### src/rtl/digital_lock_multi.sv
// Multi-digit keypad lock with failure counting and timed lockout.
// Define DIGITLOCK_PROG_EN to allow reprogramming the unlock code from UNLOCKED.
module digital_lock_multi #(
    parameter int DIGITS         = 4,
    parameter int KEYS           = 4,
    parameter logic [DIGITS*((KEYS > 1) ? $clog2(KEYS) : 1)-1:0] UNLOCK_CODE = 8'h1B,
    parameter int MAX_ATTEMPTS   = 3,
    parameter int LOCKOUT_CYCLES = 1000
) (
    input  logic                          clock,
    input  logic                          reset,
    input  logic [KEYS-1:0]               key,
    input  logic                          relock,
    input  logic                          prog,
    output logic                          locked,
    output logic                          error,
    output logic                          lockout,
    output logic [2:0]                    state,
    output logic [$clog2(DIGITS+1)-1:0]   digits_entered
);

    localparam int KW  = (KEYS > 1) ? $clog2(KEYS) : 1;
    localparam int CW  = DIGITS * KW;
    localparam int DCW = $clog2(DIGITS + 1);
    localparam int FCW = $clog2(MAX_ATTEMPTS + 1);
    localparam int LCW = (LOCKOUT_CYCLES > 1) ? $clog2(LOCKOUT_CYCLES) : 1;

    localparam logic [DCW-1:0] LAST_DIGIT = DCW'(DIGITS - 1);
    localparam logic [FCW-1:0] MAX_FAIL   = FCW'(MAX_ATTEMPTS);
    localparam logic [LCW-1:0] LAST_LCNT  = LCW'(LOCKOUT_CYCLES - 1);

    typedef enum logic [2:0] {
        ST_ENTRY    = 3'd0,
        ST_UNLOCKED = 3'd1,
        ST_ERROR    = 3'd2,
        ST_LOCKOUT  = 3'd3,
        ST_PROG     = 3'd4
    } state_t;

    function automatic logic is_onehot(input logic [KEYS-1:0] v);
        return (v != {KEYS{1'b0}}) && ((v & (v - KEYS'(1))) == {KEYS{1'b0}});
    endfunction

    state_t          state_r, state_n;
    logic [KEYS-1:0] key_prev_r;
    logic [DCW-1:0]  digits_r, digits_n;
    logic            match_r, match_n;
    logic [FCW-1:0]  fail_r, fail_n, fail_inc_s;
    logic [LCW-1:0]  lcnt_r, lcnt_n;
    logic [CW-1:0]   code_s;
    logic [KW-1:0]   digit_s, code_digit_s;
    logic            press_s, digit_ok_s, prog_req_s;

`ifdef DIGITLOCK_PROG_EN
    logic [CW-1:0]   code_r, code_n, shadow_r, shadow_n;
    assign code_s     = code_r;
    assign prog_req_s = prog;
`else
    logic            unused_prog_s;
    assign code_s        = UNLOCK_CODE;
    assign prog_req_s    = 1'b0;
    assign unused_prog_s = prog;
`endif

    assign press_s      = is_onehot(key) && (key_prev_r == {KEYS{1'b0}});
    assign code_digit_s = code_s[(DIGITS - 1 - int'(digits_r)) * KW +: KW];
    assign digit_ok_s   = (digit_s == code_digit_s);
    assign fail_inc_s   = (fail_r != MAX_FAIL) ? (fail_r + FCW'(1)) : fail_r;

    // Binary value of the pressed key (only meaningful when exactly one bit is set)
    always_comb begin
        digit_s = {KW{1'b0}};
        for (int i = 0; i < KEYS; i++) begin
            digit_s = digit_s | (key[i] ? KW'(i) : {KW{1'b0}});
        end
    end

    // Next-state and datapath update
    always_comb begin
        state_n  = state_r;
        digits_n = digits_r;
        match_n  = match_r;
        fail_n   = fail_r;
        lcnt_n   = lcnt_r;
`ifdef DIGITLOCK_PROG_EN
        code_n   = code_r;
        shadow_n = shadow_r;
`endif
        case (state_r)
            ST_ENTRY: begin
                if (relock) begin
                    digits_n = {DCW{1'b0}};
                    match_n  = 1'b1;
                end else if (press_s) begin
                    if (digits_r == LAST_DIGIT) begin
                        state_n  = (match_r && digit_ok_s) ? ST_UNLOCKED : ST_ERROR;
                        digits_n = {DCW{1'b0}};
                        match_n  = 1'b1;
                    end else begin
                        digits_n = digits_r + DCW'(1);
                        match_n  = match_r & digit_ok_s;
                    end
                end else begin
                    state_n = ST_ENTRY;
                end
            end
            ST_UNLOCKED: begin
                fail_n = {FCW{1'b0}};
                if (relock) begin
                    state_n = ST_ENTRY;
                end else if (prog_req_s) begin
                    state_n  = ST_PROG;
                    digits_n = {DCW{1'b0}};
                end else begin
                    state_n = ST_UNLOCKED;
                end
            end
            ST_ERROR: begin
                fail_n = fail_inc_s;
                if (fail_inc_s == MAX_FAIL) begin
                    state_n = ST_LOCKOUT;
                    lcnt_n  = {LCW{1'b0}};
                end else begin
                    state_n = ST_ENTRY;
                end
            end
            ST_LOCKOUT: begin
                if (lcnt_r == LAST_LCNT) begin
                    state_n = ST_ENTRY;
                    fail_n  = {FCW{1'b0}};
                    lcnt_n  = {LCW{1'b0}};
                end else begin
                    lcnt_n = lcnt_r + LCW'(1);
                end
            end
            ST_PROG: begin
`ifdef DIGITLOCK_PROG_EN
                if (relock) begin
                    state_n  = ST_ENTRY;
                    digits_n = {DCW{1'b0}};
                end else if (press_s) begin
                    shadow_n[(DIGITS - 1 - int'(digits_r)) * KW +: KW] = digit_s;
                    if (digits_r == LAST_DIGIT) begin
                        code_n   = shadow_n;
                        state_n  = ST_UNLOCKED;
                        digits_n = {DCW{1'b0}};
                    end else begin
                        digits_n = digits_r + DCW'(1);
                    end
                end else begin
                    state_n = ST_PROG;
                end
`else
                state_n  = ST_ENTRY;
                digits_n = {DCW{1'b0}};
`endif
            end
            default: begin
                state_n  = ST_ENTRY;
                digits_n = {DCW{1'b0}};
                match_n  = 1'b1;
            end
        endcase
    end

    // State and datapath registers
    always_ff @(posedge clock or negedge reset) begin
        if (!reset) begin
            state_r    <= ST_ENTRY;
            key_prev_r <= {KEYS{1'b0}};
            digits_r   <= {DCW{1'b0}};
            match_r    <= 1'b1;
            fail_r     <= {FCW{1'b0}};
            lcnt_r     <= {LCW{1'b0}};
`ifdef DIGITLOCK_PROG_EN
            code_r     <= UNLOCK_CODE;
            shadow_r   <= UNLOCK_CODE;
`endif
        end else begin
            state_r    <= state_n;
            key_prev_r <= key;
            digits_r   <= digits_n;
            match_r    <= match_n;
            fail_r     <= fail_n;
            lcnt_r     <= lcnt_n;
`ifdef DIGITLOCK_PROG_EN
            code_r     <= code_n;
            shadow_r   <= shadow_n;
`endif
        end
    end

    assign state          = state_r;
    assign locked         = (state_r != ST_UNLOCKED) && (state_r != ST_PROG);
    assign error          = (state_r == ST_ERROR);
    assign lockout        = (state_r == ST_LOCKOUT);
    assign digits_entered = digits_r;

endmodule
### config.mk
export PLATFORM = sky130hd
export DESIGN_NAME = digital_lock_multi
export DESIGN_NICKNAME = d
export VERILOG_FILES = /design/src/rtl/digital_lock_multi.sv
export SDC_FILE = /design/constraint.sdc
export NUM_CORES = 1
export LEC_CHECK = 0
export CORE_ASPECT_RATIO = 1.25
export CORE_MARGIN = 2
export CORE_UTILIZATION = 48
export CTS_CLUSTER_DIAMETER = 200
export DETAILED_ROUTE_END_ITERATION = 8
export PLACE_DENSITY_LB_ADDON = 0.2
export SYNTH_ARGS = -nofsm -noshare
export SYNTH_HDL_FRONTEND = slang
export SYNTH_SLANG_ARGS = --single-unit
### constraint.sdc
create_clock -name clock -period 1.6 [get_ports clock]
set_input_delay 0.32 -clock clock [delete_from_list [all_inputs] [get_ports clock]]
set_output_delay 0.32 -clock clock [all_outputs]
set_load 0.05 [all_outputs]
==> results.sh <==
export IMPL_final_common_cell="buf_4"
export IMPL_vias_per_cell=5.53
export IMPL_synth_seq_area_share=0.465
export IMPL_cts_hold_buf=0
export IMPL_synthFlopType="dfrtp_1"
export IMPL_final_hold_viol_count=0
export IMPL_fin_nets=186
export IMPL_synth_area_um2=1190
export IMPL_cts_buffers=3
export IMPL_insertion_delay_ns=0.32
export IMPL_hpwlAfterDp_mm=2.11
export IMPL_routed_wl_mm=3.17
export IMPL_vdd_ir_drop_max_mv=0.486
export IMPL_die_area_um2=2890
export IMPL_grt_pass1_vias=1228
export IMPL_grt_total_usage=0.242
export IMPL_yosys_area_share_xor_xnor=0.0148
export IMPL_drt_pass1_iter_count=4
export IMPL_clock_fmax_mhz=624
export IMPL_htreeDepth=1
export IMPL_synth_cells=129
export IMPL_antenna_cells=0
export IMPL_layout_common_cells="buf_4 (28), dfrtp_1 (18), nand2_1 (13), o21ai_1 (12), nor2_1 (10)"
export IMPL_gp_congestion=0.793
export IMPL_pre_cts_ws_ns=-0.504
export IMPL_startpoint_type="flip-flop"
export IMPL_die_y_um=59.6
export IMPL_power_leakage_nw=0.834
export IMPL_die_w_um=48.5
export IMPL_root_buffer="clkbuf_4"
export IMPL_rsz0062_at_grt="true"
export IMPL_power_density_nw_per_um2=525
export IMPL_status="finished with violations"
export IMPL_core_area_um2=2400
export IMPL_gr_total_overflow=0
export IMPL_comb_power_share=0.114
export IMPL_ff2ff_path_depth=7
export IMPL_rr_endpoint="lcnt_r[6]"
export IMPL_min_period_ns=1.60
export IMPL_setup_viol=1
export IMPL_min_delay_path_depth=1
export IMPL_final_cells=208
export IMPL_antenna_left=0
export IMPL_synth_fp_nets=139
export IMPL_dp_cells=197
export IMPL_synth_edff_count=0
export IMPL_portBuffers=14
export IMPL_yosys_top_cells_area="dfrtp_1 (44%), nand2_1 (4.7%), o21ai_0 (4.6%)"
export IMPL_grt_max_degree=23
export IMPL_finClkSkew_ns=0.00754
export IMPL_critPathCaptureType="flip-flop"
export IMPL_power_switching_uw=244
export IMPL_antenna_found_initial=0
export IMPL_start_util=0.494
export IMPL_vias=1151
export IMPL_ctsLongestPathBuffers=2
export IMPL_synth_warnings=0
export IMPL_power_share_sequential=0.599
export IMPL_slew_violations=0
export IMPL_rows=20
export IMPL_power_uw=959
export IMPL_hp_start="key[3]"
export IMPL_async_flop_share=1.00
export IMPL_internal_power_uw=715
export IMPL_cts_clk_slew_worst_paths_ns=0.13
export IMPL_whs_endpoint="key_prev_r[3]"
export IMPL_worstSetupPathType="flip-flop to flip-flop"
export IMPL_critical_path_arrival_ns=1.82
export IMPL_synth_seq_cells=22
export IMPL_syn_to_final_growth_pct=53.7
export IMPL_cp_required_ns=1.82
export IMPL_r2r_start="lcnt_r[3]"
export IMPL_cap_violations=0
export IMPL_grt_pass1_wl_mm=5.27
export IMPL_synth_mux_area_frac=0.00843
export IMPL_violations="setup timing"
export IMPL_synth_top_family_by_area="compound AO/OA/AOI/OAI gates"
export IMPL_avgRoutedWirePerCell_um=15.2
export IMPL_cp_max_fo=4
export IMPL_fin_crit_sh=1.00
export IMPL_netSwitchingFraction=0.255
export IMPL_synth_top_area_cell="dfrtp_1"
export IMPL_drc_errors=0
export IMPL_synth_simple_gate_area_frac=0.227
export IMPL_drive_above_1_share=0.394
export IMPL_synth_compound_area_frac=0.230
export IMPL_first_iter_violations=17
export IMPL_synth_top_area_share=0.443
export IMPL_clock_sinks=22
export IMPL_fin_ws_ns=-0.00219
export IMPL_synth_avg_cell_area_um2=9.20
export IMPL_synth_cell_types=38
export IMPL_cts_tree="built"
export IMPL_synth_fa_ha_area_frac=0.0211
export IMPL_clockPowerShare=0.286
export IMPL_worstHoldPathType="input port to flip-flop"
export IMPL_rrSetupSlack_ns=-0.002
export IMPL_ios=17
Yosys cell counts (all sizes together), types with 3 or more instances:
cell type / number
dfrtp: 21
inv: 4
buf: 4
nor2b: 3
nand2: 15
nor2: 12
nand3: 4
and3: 4
o41ai: 3
o21ai: 19
nand2b: 3
nand4: 3
a21oi: 9
routing by layer:
layer / part of all wire / track usage
met2: 0.55 / 0.446
met4: 0.029 / 0.171
met5: 0 / 0
met1: 0.38 / 0.248
met3: 0.036 / 0.0505
power groups by stage:
stage / clock network (mW) / registers [mW] / logic, mW
global route: 0.302 / 0.576 / 0.118
global placement: 0 / 0.584 / 0.0982
floorplan: 0 / 0.594 / 0.0253
finish: 0.274 / 0.575 / 0.110
CTS: 0.279 / 0.575 / 0.105
detailed placement: 0 / 0.585 / 0.0999
repair_timing:
item / in CTS / in global routing
pin swaps: 0 / 10
gates cloned: 0 / 1
resized for setup: 10 / 19
setup buffers: 3 / 3
endpoints found under the setup margin: 14 / 16
worst max path at each step:
stage / depth (start not counted) / from / slack (ns) / endpoint
floorplan: 7 / state[1] / -0.02 / fail_r[0]
global placement: 6 / key[2] / -0.47 / state[0]
detailed placement: 6 / key[2] / -0.50 / match_r
CTS: 8 / lcnt_r[0] / 0.007 / lcnt_r[3]
global route: 7 / lcnt_r[3] / -0.08 / lcnt_r[5]
finish: 7 / lcnt_r[3] / -0.002 / lcnt_r[6]
sequential cells by signal, summed over array words and instances (netlist names):
signal	flops
fail_r	2
state	2
digits_entered	3
match_r	1
key_prev_r	4
lcnt_r	10
critical path, stage by stage (launching register included):
cell and delay, ns:
dfrtp_1 0.42, nand2b_4 0.16, buf_4 0.13, o41ai_4 0.34, buf_2 0.21, nor2_1 0.05
o21ai_1 0.12, o21ai_1 0.07
metrics by stage:
step | utilization | hold WS (ns) | setup TNS, ns | cell area, um2
2_1_floorplan | - | 0.0244 | -0.0384 | 1210
3_3_place_gp | 0.680 | 0.478 | -2.67 | 1630
3_5_place_dp | 0.680 | 0.523 | -3.08 | 1630
4_1_cts | 0.717 | 0.344 | 0 | 1720
5_1_grt | 0.760 | 0.240 | -0.361 | 1830
6_report | 0.760 | 0.261 | -0.00219 | 1830
kinds of logic (layout without fill, tap and decap cells):
family                     Yosys count  count (layout)
xor gates and xnor gates             2               2
and+or+nand+nor                     52              52
muxes                                1               1
adders and majority gates            2               2
AOI/OAI and AO/OA                   41              41
DFF                                 22              22
other                                1               1
buffers and inverters                8              54
area by class of cell:
class | instances | area, um2
well taps | 33 | 41.3
repair buffers | 46 | 475
inverters | 4 | 18.8
multi-input cells | 99 | 708
fillers | 179 | 577
clock buffers | 4 | 26.3
flip-flops and latches | 22 | 556
(Power assumes the default switching activity.)
